==> src/rtl/wb_rom_if.sv <==
// wb_rom_if: Wishbone classic slave bus between the management core and the ROM port bridge.
interface wb_rom_if;
    logic        wbs_cyc_i;
    logic        wbs_stb_i;
    logic        wbs_we_i;
    logic [3:0]  wbs_sel_i;
    logic [31:0] wbs_adr_i;
    logic [31:0] wbs_dat_i;
    logic        wbs_ack_o;
    logic [31:0] wbs_dat_o;
    modport master (
        output wbs_cyc_i, wbs_stb_i, wbs_we_i, wbs_sel_i, wbs_adr_i, wbs_dat_i,
        input  wbs_ack_o, wbs_dat_o
    );
    modport slave (
        input  wbs_cyc_i, wbs_stb_i, wbs_we_i, wbs_sel_i, wbs_adr_i, wbs_dat_i,
        output wbs_ack_o, wbs_dat_o
    );
endinterface

==> src/rtl/wb_rom_port.sv <==
// wb_rom_port: Wishbone slave driving port 0 of the 32x512 program-store SRAM, one SRAM access per bus cycle.
// Define WB_ROM_READBACK_EN to build the SRAM read path; otherwise reads ack immediately with zero data.
module wb_rom_port #(
    parameter logic [31:0] BASE_ADR = 32'h3000_0000,
    parameter logic [31:0] ADR_MASK = 32'hFFFF_F800
) (
    input  logic        wb_clk_i,
    input  logic        wb_rst_i,
    wb_rom_if.slave     bus,
    input  logic        rom_lock,
    output logic        wb_rom_csb,
    output logic        wb_rom_web,
    output logic [8:0]  wb_rom_adrb,
    output logic [3:0]  wb_rom_wmask,
    output logic [31:0] wb_rom_din,
    input  logic [31:0] wb_rom_val
);
    localparam logic [2:0] IDLE    = 3'd0;
    localparam logic [2:0] WR      = 3'd1;
    localparam logic [2:0] ACK     = 3'd4;
`ifdef WB_ROM_READBACK_EN
    localparam logic [2:0] RD      = 3'd2;
    localparam logic [2:0] RD_WAIT = 3'd3;
`else
    logic unused_val;
    assign unused_val = ^wb_rom_val;
`endif
    logic [2:0]  state_q, state_d;
    logic        ack_q, ack_d, csb_q, csb_d, web_q, web_d;
    logic [31:0] dat_q, dat_d, din_q, din_d;
    logic [8:0]  adrb_q, adrb_d;
    logic [3:0]  wmask_q, wmask_d;
    logic        hit;
    assign hit = bus.wbs_cyc_i & bus.wbs_stb_i & ((bus.wbs_adr_i & ADR_MASK) == BASE_ADR);
    always_comb begin
        state_d = state_q;
        ack_d   = ack_q;
        dat_d   = dat_q;
        csb_d   = csb_q;
        web_d   = web_q;
        adrb_d  = adrb_q;
        wmask_d = wmask_q;
        din_d   = din_q;
        case (state_q)
            IDLE: if (hit) begin
                adrb_d  = bus.wbs_adr_i[10:2];
                din_d   = bus.wbs_dat_i;
                wmask_d = bus.wbs_sel_i;
                if (bus.wbs_we_i) begin
                    // A locked write still handshakes but never touches the macro.
                    state_d = WR;
                    csb_d   = rom_lock;
                    web_d   = rom_lock;
                end else begin
`ifdef WB_ROM_READBACK_EN
                    state_d = RD;
                    csb_d   = 1'b0;
                    web_d   = 1'b1;
`else
                    state_d = ACK;
                    ack_d   = 1'b1;
`endif
                end
            end
            WR: begin
                csb_d   = 1'b1;
                web_d   = 1'b1;
                ack_d   = bus.wbs_cyc_i;
                state_d = bus.wbs_cyc_i ? ACK : IDLE;
            end
`ifdef WB_ROM_READBACK_EN
            RD: begin
                csb_d   = 1'b1;
                web_d   = 1'b1;
                state_d = bus.wbs_cyc_i ? RD_WAIT : IDLE;
            end
            RD_WAIT: begin
                ack_d   = bus.wbs_cyc_i;
                dat_d   = bus.wbs_cyc_i ? wb_rom_val : dat_q;
                state_d = bus.wbs_cyc_i ? ACK : IDLE;
            end
`endif
            ACK: begin
                ack_d   = 1'b0;
                state_d = IDLE;
            end
            default: begin
                state_d = IDLE;
                ack_d   = 1'b0;
                csb_d   = 1'b1;
                web_d   = 1'b1;
            end
        endcase
    end
    always_ff @(posedge wb_clk_i) begin
        if (wb_rst_i) begin
            state_q <= IDLE;
            ack_q   <= 1'b0;
            dat_q   <= '0;
            csb_q   <= 1'b1;
            web_q   <= 1'b1;
            adrb_q  <= '0;
            wmask_q <= '0;
            din_q   <= '0;
        end else begin
            state_q <= state_d;
            ack_q   <= ack_d;
            dat_q   <= dat_d;
            csb_q   <= csb_d;
            web_q   <= web_d;
            adrb_q  <= adrb_d;
            wmask_q <= wmask_d;
            din_q   <= din_d;
        end
    end
    assign bus.wbs_ack_o = ack_q;
    assign bus.wbs_dat_o = dat_q;
    assign wb_rom_csb    = csb_q;
    assign wb_rom_web    = web_q;
    assign wb_rom_adrb   = adrb_q;
    assign wb_rom_wmask  = wmask_q;
    assign wb_rom_din    = din_q;
endmodule

==> src/flat_wrapper.sv <==
// flat-port wrapper written by rule: the top's interface ports become plain ports
module wb_rom_port_flat 
#(
    parameter logic [31:0] BASE_ADR = 32'h3000_0000,
    parameter logic [31:0] ADR_MASK = 32'hFFFF_F800
)
  (wb_clk_i, wb_rst_i, rom_lock, wb_rom_csb, wb_rom_web, wb_rom_adrb, wb_rom_wmask, wb_rom_din, wb_rom_val, bus_wbs_cyc_i, bus_wbs_stb_i, bus_wbs_we_i, bus_wbs_sel_i, bus_wbs_adr_i, bus_wbs_dat_i, bus_wbs_ack_o, bus_wbs_dat_o);
  wb_rom_if bus_i ();
  input  logic wb_clk_i;
  input  logic wb_rst_i;
  input  logic rom_lock;
  output logic wb_rom_csb;
  output logic wb_rom_web;
  output logic [8:0] wb_rom_adrb;
  output logic [3:0] wb_rom_wmask;
  output logic [31:0] wb_rom_din;
  input  logic [31:0] wb_rom_val;
  input wire logic [$bits(bus_i.wbs_cyc_i)-1:0] bus_wbs_cyc_i;
  input wire logic [$bits(bus_i.wbs_stb_i)-1:0] bus_wbs_stb_i;
  input wire logic [$bits(bus_i.wbs_we_i)-1:0] bus_wbs_we_i;
  input wire logic [$bits(bus_i.wbs_sel_i)-1:0] bus_wbs_sel_i;
  input wire logic [$bits(bus_i.wbs_adr_i)-1:0] bus_wbs_adr_i;
  input wire logic [$bits(bus_i.wbs_dat_i)-1:0] bus_wbs_dat_i;
  output wire logic [$bits(bus_i.wbs_ack_o)-1:0] bus_wbs_ack_o;
  output wire logic [$bits(bus_i.wbs_dat_o)-1:0] bus_wbs_dat_o;
  assign bus_i.wbs_cyc_i = bus_wbs_cyc_i;
  assign bus_i.wbs_stb_i = bus_wbs_stb_i;
  assign bus_i.wbs_we_i = bus_wbs_we_i;
  assign bus_i.wbs_sel_i = bus_wbs_sel_i;
  assign bus_i.wbs_adr_i = bus_wbs_adr_i;
  assign bus_i.wbs_dat_i = bus_wbs_dat_i;
  assign bus_wbs_ack_o = bus_i.wbs_ack_o;
  assign bus_wbs_dat_o = bus_i.wbs_dat_o;
  wb_rom_port #(.BASE_ADR(BASE_ADR), .ADR_MASK(ADR_MASK)) u_core (.wb_clk_i(wb_clk_i), .wb_rst_i(wb_rst_i), .bus(bus_i), .rom_lock(rom_lock), .wb_rom_csb(wb_rom_csb), .wb_rom_web(wb_rom_web), .wb_rom_adrb(wb_rom_adrb), .wb_rom_wmask(wb_rom_wmask), .wb_rom_din(wb_rom_din), .wb_rom_val(wb_rom_val));
endmodule
==> config.mk <==
export PLATFORM = sky130hd
export DESIGN_NAME = wb_rom_port_flat
export DESIGN_NICKNAME = d
export VERILOG_FILES = /design/src/rtl/wb_rom_if.sv /design/src/rtl/wb_rom_port.sv /design/src/flat_wrapper.sv
export SDC_FILE = /design/constraint.sdc
export NUM_CORES = 1
export LEC_CHECK = 0
export BUFFER_PORTS_ARGS = -buffer_cell sky130_fd_sc_hd__buf_2
export CORE_MARGIN = 2
export CORE_UTILIZATION = 35
export CTS_CLUSTER_DIAMETER = 80
export DETAILED_ROUTE_END_ITERATION = 10
export PLACE_DENSITY = 0.81
export SYNTH_ARGS = -nofsm -noshare
export SYNTH_HDL_FRONTEND = slang
export SYNTH_SLANG_ARGS = --single-unit
==> constraint.sdc <==
create_clock -name wb_clk_i -period 1.3 [get_ports wb_clk_i]
set_input_delay 0.13 -clock wb_clk_i [delete_from_list [all_inputs] [get_ports wb_clk_i]]
set_output_delay 0.13 -clock wb_clk_i [all_outputs]
set_load 0.01 [all_outputs]
Word level (Yosys, flattened, before mapping)
Index checks and enable logic that the tools add are counted.
{"block": "op_classes", "n_bitwise": 3, "mux": 10, "eq_ne": 6, "mul": 0, "add_sub_neg": 0, "reduce_logical": 4, "shifts": 0, "div_mod_pow": 0, "n_lt_le_gt_ge": 0}
{"operator": "$eq A21 B19 Y1 const B", "count": 1}
{"operator": "$mux W3", "count": 3}
{"operator": "$pmux W3 S2", "count": 1}
{"operator": "$mux W1", "count": 4}
{"operator": "$ne A2 B2 Y1 const B", "count": 2}
{"operator": "$pmux W1 S2", "count": 2}
{"operator": "$reduce_and A2 Y1", "count": 2}
{"operator": "$eq A3 B1 Y1 const B", "count": 1}
{"operator": "$eq A3 B3 Y1 const B", "count": 1}
{"operator": "$logic_not A3 Y1", "count": 1}
{"operator": "$reduce_and A3 Y1", "count": 1}
{"operator": "$and A1 B1 Y1", "count": 2}
{"operator": "$ne A2 B1 Y1 const B", "count": 1}
{"operator": "$not A1 Y1", "count": 1}
{"block": "totals", "input_bits": 106, "n_memories": 0, "register_bits": 50, "ramBits": 0, "output_inout_bits": 80, "romBits": 0, "latch_bits": 0, "wordCells": 29}

Longest topological paths before layout
Gate-level depths: netlist of run 1.
{"block": "logic_depth", "ltp_word": 4, "depth_mapped": 7, "mapped_depth_nobuf": 4}

Worst setup path after synthesis of run 1
OpenSTA, ideal clock, no wires.
{"block": "synth_path", "kind": "input port to flip-flop", "startpoint": "input port bus_wbs_adr_i[19]", "endpoint": "register u_core.din_q[0], in the netlist u_core.wb_rom_din[0]", "n_path_buf": 3, "t_arrival_ns": 1.153, "setup_time_ns": 0.070, "required_time_ns": 1.230, "path_slack_ns": 0.077, "path_stages": 7, "path_cell_list": "nor4_2 and4_1 buf_4 buf_12 buf_6 nand4_1 a21oi_1"}
{"block": "synth_via", "elab_chain_cells": 3}
{"element": "start: declaration", "line_no": "flat_wrapper.sv:22", "source": "input wire logic [$bits(bus_i.wbs_adr_i)-1:0] bus_wbs_adr_i;"}
{"element": "$eq A21 B19 Y1", "line_no": "wb_rom_port.sv:34", "source": "assign hit = bus.wbs_cyc_i & bus.wbs_stb_i & ((bus.wbs_adr_i & ADR_MASK) == BASE_ADR);"}
{"element": "$and A1 B1 Y1", "line_no": "wb_rom_port.sv:34"}
{"element": "$reduce_and A2 Y1 (no line)"}
{"element": "end signal: assignment", "line_no": "wb_rom_port.sv:113", "source": "din_q <= din_d;"}
{"element": "end: declaration", "line_no": "wb_rom_port.sv:30", "source": "logic [31:0] dat_q, dat_d, din_q, din_d;"}
Every way passes these cells.
A chain may end at the register's enable or synchronous reset.

Worst setup path in the final report of run 1
{"block": "layout_path", "startpoint": "register u_core.state_q[2]", "endpoint": "register u_core.din_q[28], in the netlist u_core.wb_rom_din[28]"}
{"block": "layout_via", "elab_chain_cells": 2}
{"element": "start: declaration", "line_no": "wb_rom_port.sv:28", "source": "logic [2:0] state_q, state_d;"}
{"element": "start signal: assignment", "line_no": "wb_rom_port.sv:106", "source": "state_q <= state_d;"}
{"element": "$logic_not A3 Y1", "line_no": "wb_rom_port.sv:44", "source": "case (state_q)"}
{"element": "$reduce_and A2 Y1 (no line)"}
Every way passes these cells.

==> impl_results.md, run 1 <==
* Synth unique cells at 27
* Clock power share at 32.6%
* DR WL/cell at 13.8 um
* Die area at 0.00736 mm^2
* Clock sink count at 49
* Tcrit/Tclk final at 92.9%
* Net Switching at 0.000583 W
* Sequential element share of the synthesized area at 41.9%
* Post-Route Utilization at 46.3%
* CTS Buf Count at 5
* Crit path cell chain: nor2_4 -> nand3_1 -> buf_4 -> o21ai_0 -> a21oi_1
* Minimum clock period at 1210 ps
* CTS Buffer Depth at 2
* Achievable clock frequency at 828 MHz
* DRT Pass-1 Iters at 9
* Htree depth at 2
* Mean number of vias per cell at 5.31
* Final setup viols at 0
* Initial antenna violation count at 0
* Reg2reg path depth at 5
* Worst skew pair latency at 290 ps
* PwrDens at 850 mW/mm^2
* Port buffer count at 119
* Post-Route Skew at 7.07 ps
* FP Rows at 29
* Final ANT Viol Nets at 0
* Crit path depth at 5
* Ant. Diodes at 0
* Cell family with the largest share of critical-path delay: flip-flops
* Arr. time, crit path at 1390 ps
* Detail Placement HPWL at 4.57 mm
* Crit path to: u_core.wb_rom_din[28]
* Placed Area at 0.00289 mm^2
* Post-Synthesis Cells at 273
* Avg Cell Area, Syn at 8.58 um^2
* Comb power frac at 8.1%
* Vert. Die Dim at 85.8 um
* Layout cells sized above 1 at 39.8%
* Layout area overhead at 26.9%
* Min-Delay Path Class: in2reg
* DRT iter0 DRCs at 103
* Unrepaired setup endpoints after global routing: no
* RR Startpoint: u_core.state_q[2]
* Worst Setup SP: u_core.state_q[2]
* Leak at 1.32 nW
* Root Buffer: clkbuf_8
* Die W at 85.8 um
* Largest net degree at the start of global routing at 32
* Sw frac at 23.1%
* Total Power at 0.00253 W
* Max-capacitance violation count at 0
* Vias in the first global route at 2164
* Grt total ovfl at 0
* IO Pins at 186
* Hold Violations, Final at 0
* Critical Path End Type: register
* Slew Viols, Final at 0
* Startpoint types: register
* R2r endpoint: u_core.wb_rom_din[28]
* Maximum ir drop on the vdd rail at 0.385 mV
* Pint at 0.00194 W
* Gpl congestion at 0.722
* Post-Syn Area at 0.00234 mm^2
* Failing checks: DRC
* DR vias at 2448
* Final WL at 6.36 mm
* Synth Warn # at 0
* Status: finished with violations
* CP Data Required Time at 1480 ps
* CTS tree: done
* Flop2flop setup slack at 90 ps
* Placeable Area at 0.00642 mm^2
* Crit path buf inv count at 1
* Number of post-CTS setup repair buffers at 0
* Reg power frac at 59.3%
* Nets at 491
* Hold WS at 82.3 ps
* First-pass GRT wire length at 9.95 mm
* Crit path kind: reg2reg
* Gr usage total at 16.9%
* Initial Util at 36.5%
* Critical path fanouts, max at 18
* Design Area, Final at 0.00297 mm^2
* CP max-delay cell: dfxtp_1
* CTS clock-pin slew for the worst setup and hold paths at 90 ps
* Drt drc at 12
* #FFs+latches synth at 49
* Worst path max stage delay at 340 ps
-- kinds of logic after synthesis --
group	after synthesis	synth area share, %
other	1	0.160
AO/OA/AOI/OAI	93	20.5
buffers and inverters	65	18.5
flip-flops	49	41.9
AND/OR/NAND/NOR	64	18.5
multiplexers	1	0.428
-- per-layer routing --
layer | part of all wire, % | GRT usage, % | vias up
met3 | 7.7 | 3.95 | 9
met4 | 1.1 | 4.04 | 0
li1 | - | - | 1165
met5 | 0 | 0 | -
met1 | 41 | 20.3 | 1145
met2 | 50 | 30.5 | 129
-- placed cells by master, fill, tap and decap left out, types with 2 or more instances in the layout --
cell type	Yosys	routed
buf_2	6	119
dfxtp_1	49	49
nand4_1	46	46
a21oi_1	45	45
o21ai_0	45	42
conb_1	1	32
buf_4	40	15
clkbuf_8	0	5
nor4_2	3	3
nor3_1	3	3
o21ai_1	0	3
and4bb_2	2	2
inv_1	2	2
buf_12	1	2
-- cell type report --
type,count,area (um^2)
clock buffers,5,68.8
repair buffers,137,759
fillers,646,3450
flip-flops and latches,49,981
well taps,77,96.3
multi-input cells,190,1050
clock inverters,1,5.00
inverters,2,7.51
-- cell usage after synthesis --
master	instances	area, um^2
dfxtp_1	49	981
nand4_1	46	288
a21oi_1	45	225
o21ai_0	45	225
buf_4	40	300
clkbuf_1	14	52.6
buf_2	6	30.0
nor3_1	3	15.0
nor4_2	3	37.5
and4bb_2	2	25.0
buf_6	2	22.5
inv_1	2	7.51
nor2_1	2	7.51
a2111oi_2	1	15.0
a31oi_1	1	6.26
a32oi_1	1	8.76
and2_1	1	6.26
and4_1	1	8.76
buf_12	1	20.0
conb_1	1	3.75
mux2i_1	1	10.0
nand2_1	1	3.75
nand3_1	1	5.00
nand4b_1	1	8.76
nor4_1	1	6.26
nor4b_2	1	15.0
or3_1	1	6.26
-- repair_timing --
action / in CTS / in global routing
endpoints found under the setup margin: 0 / 11
resized for setup: 0 / 4
hold buffers: 0 / 0
endpoints found under the hold margin: 0 / 0
-- power by group through the flow --
stage               logic, W  registers (W)  clock network, W
floorplan           0.000146        0.00153                 0
global route        0.000224        0.00150          0.000943
global placement    0.000199        0.00153                 0
CTS                 0.000202        0.00150          0.000859
finish              0.000204        0.00150          0.000824
detailed placement  0.000201        0.00153                 0
-- sequential cells by signal (all words and copies together) (netlist names) --
name                  count
u_core.state_q            2
u_core.wb_rom_csb         1
u_core.wb_rom_wmask       4
u_core.wb_rom_adrb        9
u_core.wb_rom_din        32
u_core.bus.wbs_ack_o      1
-- through the flow --
step / cells / worst slack (ps) / setup TNS (ps)
floorplan: 304 / 76.7 / 0
global placement: 455 / -167 / -6330
detailed placement: 455 / -198 / -7140
CTS: 461 / 77.2 / 0
global route: 461 / 2.82 / 0
finish: 461 / 92.5 / 0
-- how the worst min path moves through the flow --
stage	startpoint	endpoint	slack (ps)	cells after the start
after floorplan	wb_rst_i	u_core.bus.wbs_ack_o	210	1
after global placement	bus_wbs_dat_i[3]	u_core.wb_rom_din[3]	390	3
after detailed placement	bus_wbs_adr_i[3]	u_core.wb_rom_adrb[1]	400	3
after CTS	bus_wbs_sel_i[1]	u_core.wb_rom_wmask[1]	70	3
after global routing	bus_wbs_sel_i[1]	u_core.wb_rom_wmask[1]	70	3
final	bus_wbs_sel_i[3]	u_core.wb_rom_wmask[3]	80	3
-- worst register-to-register path, stage by stage (launching register included) --
cell and delay (ps):
dfxtp_1 340, nor2_4 130, nand3_1 110, buf_4 230, o21ai_0 200, a21oi_1 90
(Power assumes the default switching activity.)
==> run 2: changes to the inputs <==
--- a/config.mk
+++ b/config.mk
@@ -7,10 +7,11 @@
 export LEC_CHECK = 0
 export BUFFER_PORTS_ARGS = -buffer_cell sky130_fd_sc_hd__buf_2
 export CORE_MARGIN = 2
-export CORE_UTILIZATION = 35
+export CORE_UTILIZATION = 42
+export CTS_BUF_LIST = sky130_fd_sc_hd__clkbuf_4 sky130_fd_sc_hd__clkbuf_8 sky130_fd_sc_hd__clkbuf_16
 export CTS_CLUSTER_DIAMETER = 80
 export DETAILED_ROUTE_END_ITERATION = 10
-export PLACE_DENSITY = 0.81
+export PLACE_DENSITY = 0.9
 export SYNTH_ARGS = -nofsm -noshare
 export SYNTH_HDL_FRONTEND = slang
 export SYNTH_SLANG_ARGS = --single-unit
==> constraint.sdc (replaced) <==
create_clock -name wb_clk_i -period 1.5 [get_ports wb_clk_i]
set_input_delay 0.15 -clock wb_clk_i [delete_from_list [all_inputs] [get_ports wb_clk_i]]
set_output_delay 0.15 -clock wb_clk_i [all_outputs]
set_load 0.01 [all_outputs]
==> impl_results.md, run 2 (same netlist as run 1, synthesis figures left out) <==
* Status: finished clean
* Root Buffer: clkbuf_8
* Die area at 0.00619 mm^2
* Worst hold path cell count at 3
* Most frequent cells in the layout: 119 x buf_2, 49 x dfxtp_1, 46 x nand4_1
* Post-cts sizing count at 0
* Gpl congestion at 0.742
* FP Rows at 27
* Flop2flop setup slack at 220 ps
* Number of post-CTS setup repair buffers at 0
* Gr usage total at 19.3%
* Nets at 487
* Min-delay src: bus_wbs_dat_i[26]
* DRT Pass-1 Iters at 4
* Routed wl met3 at 481 um
* CTS Buf Count at 5
* Setup_tns at 0 ps
* CTS Hold Bufs at 0
* Max reg flops at 32
* Ant. Diodes at 0
* DRT iter0 DRCs at 129
* First-pass GRT wire length at 9.56 mm
* Startpoint types: register
* Initial Util at 43.0%
* Top sig layer: met4
* Worst skew pair latency at 290 ps
* Drt drc at 0
* Placed cell count at 446
* Placed Area at 0.00290 mm^2
* CTS Buffer Depth at 2
* Detail Placement HPWL at 4.39 mm
* Reg2reg path depth at 5
* Reg power frac at 56.1%
* Design Area, Final at 0.00300 mm^2
* Worst path max stage delay at 390 ps
* Critical Path End Type: register
* Final setup viols at 0
* RR Startpoint: u_core.state_q[2]
* Vias in the first global route at 2179
* Final WL at 6.16 mm
* Initial antenna violation count at 0
* CP Data Required Time at 1670 ps
* Leak at 1.32 nW
* Maximum ir drop on the vdd rail at 0.533 mV
* CTS clock-pin slew for the worst setup and hold paths at 90 ps
* Finished Layout Cells at 454
* Metal-1 WL at 2.45 mm
* Comb power frac at 7.6%
* Slew Viols, Final at 0
* Worst Setup SP: u_core.state_q[2]
* Grt total ovfl at 0
* Vert. Die Dim at 78.7 um
* Sw frac at 22.5%
* Min-Delay Path Class: in2reg
* Hold Violations, Final at 0
* Final ANT Viol Nets at 0
* Pint at 0.00179 W
* Minimum clock period at 1280 ps
* WL met2 at 3.20 mm
* Mean number of vias per cell at 5.27
* Total Power at 0.00231 W
* Layout area overhead at 28.0%
* Die W at 78.7 um
* Post-Route Skew at 5.59 ps
* Arr. time, crit path at 1450 ps
* Unrepaired setup endpoints after global routing: no
* Port buffer count at 119
* PwrDens at 772 mW/mm^2
* Crit path kind: reg2reg
* Post-Route Utilization at 55.1%
* CP max-delay cell: dfxtp_1
* IO Pins at 186
* Placeable Area at 0.00544 mm^2
* Layout cells sized above 1 at 39.5%
* Critical path fanouts, max at 27
* Achievable clock frequency at 779 MHz
* DR vias at 2391
* Largest net degree at the start of global routing at 46
* Tcrit/Tclk final at 85.6%
* DR WL/cell at 13.6 um
* Max-capacitance violation count at 0
* CTS tree: done
* Most common cell after layout, fill and taps aside: buf_2
* Crit path cell chain: nor2_4 -> nand3_1 -> buf_4 -> o21ai_0 -> a21oi_1
* Clock power share at 36.3%
* Clock sink count at 49
* Net Switching at 0.000520 W
* Htree depth at 2
[run 2: area by class of cell]
class / instances / area, um^2
timing repair buffer: 133 / 763
clock buffer: 7 / 96.3
inverter: 2 / 7.51
sequential: 49 / 981
clock inverter: 1 / 5.00
tap: 72 / 90.1
fill: 507 / 2440
multi-input combinational: 190 / 1050
[run 2: power by group through the flow]
stage               Clock [W]  Combinational (W)  Sequential (W)
finish               0.000840           0.000175         0.00130
global route         0.000912           0.000193         0.00130
CTS                  0.000861           0.000174         0.00130
detailed placement          0           0.000173         0.00133
global placement            0           0.000172         0.00133
floorplan                   0           0.000126         0.00133
[run 2: critical path: cells and delay by family (launching register included)]
family | cells | cell delay [ps]
buffers and inverters | 1 | 230
AND/OR/NAND/NOR | 2 | 240
AO/OA/AOI/OAI | 2 | 290
flip-flops | 1 | 390
[run 2: final timing paths]
path / to
setup / recovery: u_core.wb_rom_adrb[5]
setup reg to reg: u_core.wb_rom_adrb[5]
hold / removal: u_core.wb_rom_din[26]
hold reg to reg: u_core.wb_rom_din[7]
[run 2: routing by layer]
metal / vias up / GRT usage [%]
li1: 1156 / -
met1: 1112 / 21.9
met2: 119 / 36.8
met3: 4 / 2.76
met4: 0 / 5.61
met5: - / 0
[run 2: per-stage QoR]
stage / hold slack, ps / setup WS, ps
finish: 103 / 216
global route: 104 / 79.7
CTS: 92.7 / 206
detailed placement: 416 / -51.7
global placement: 411 / -10.7
floorplan: 230 / 257
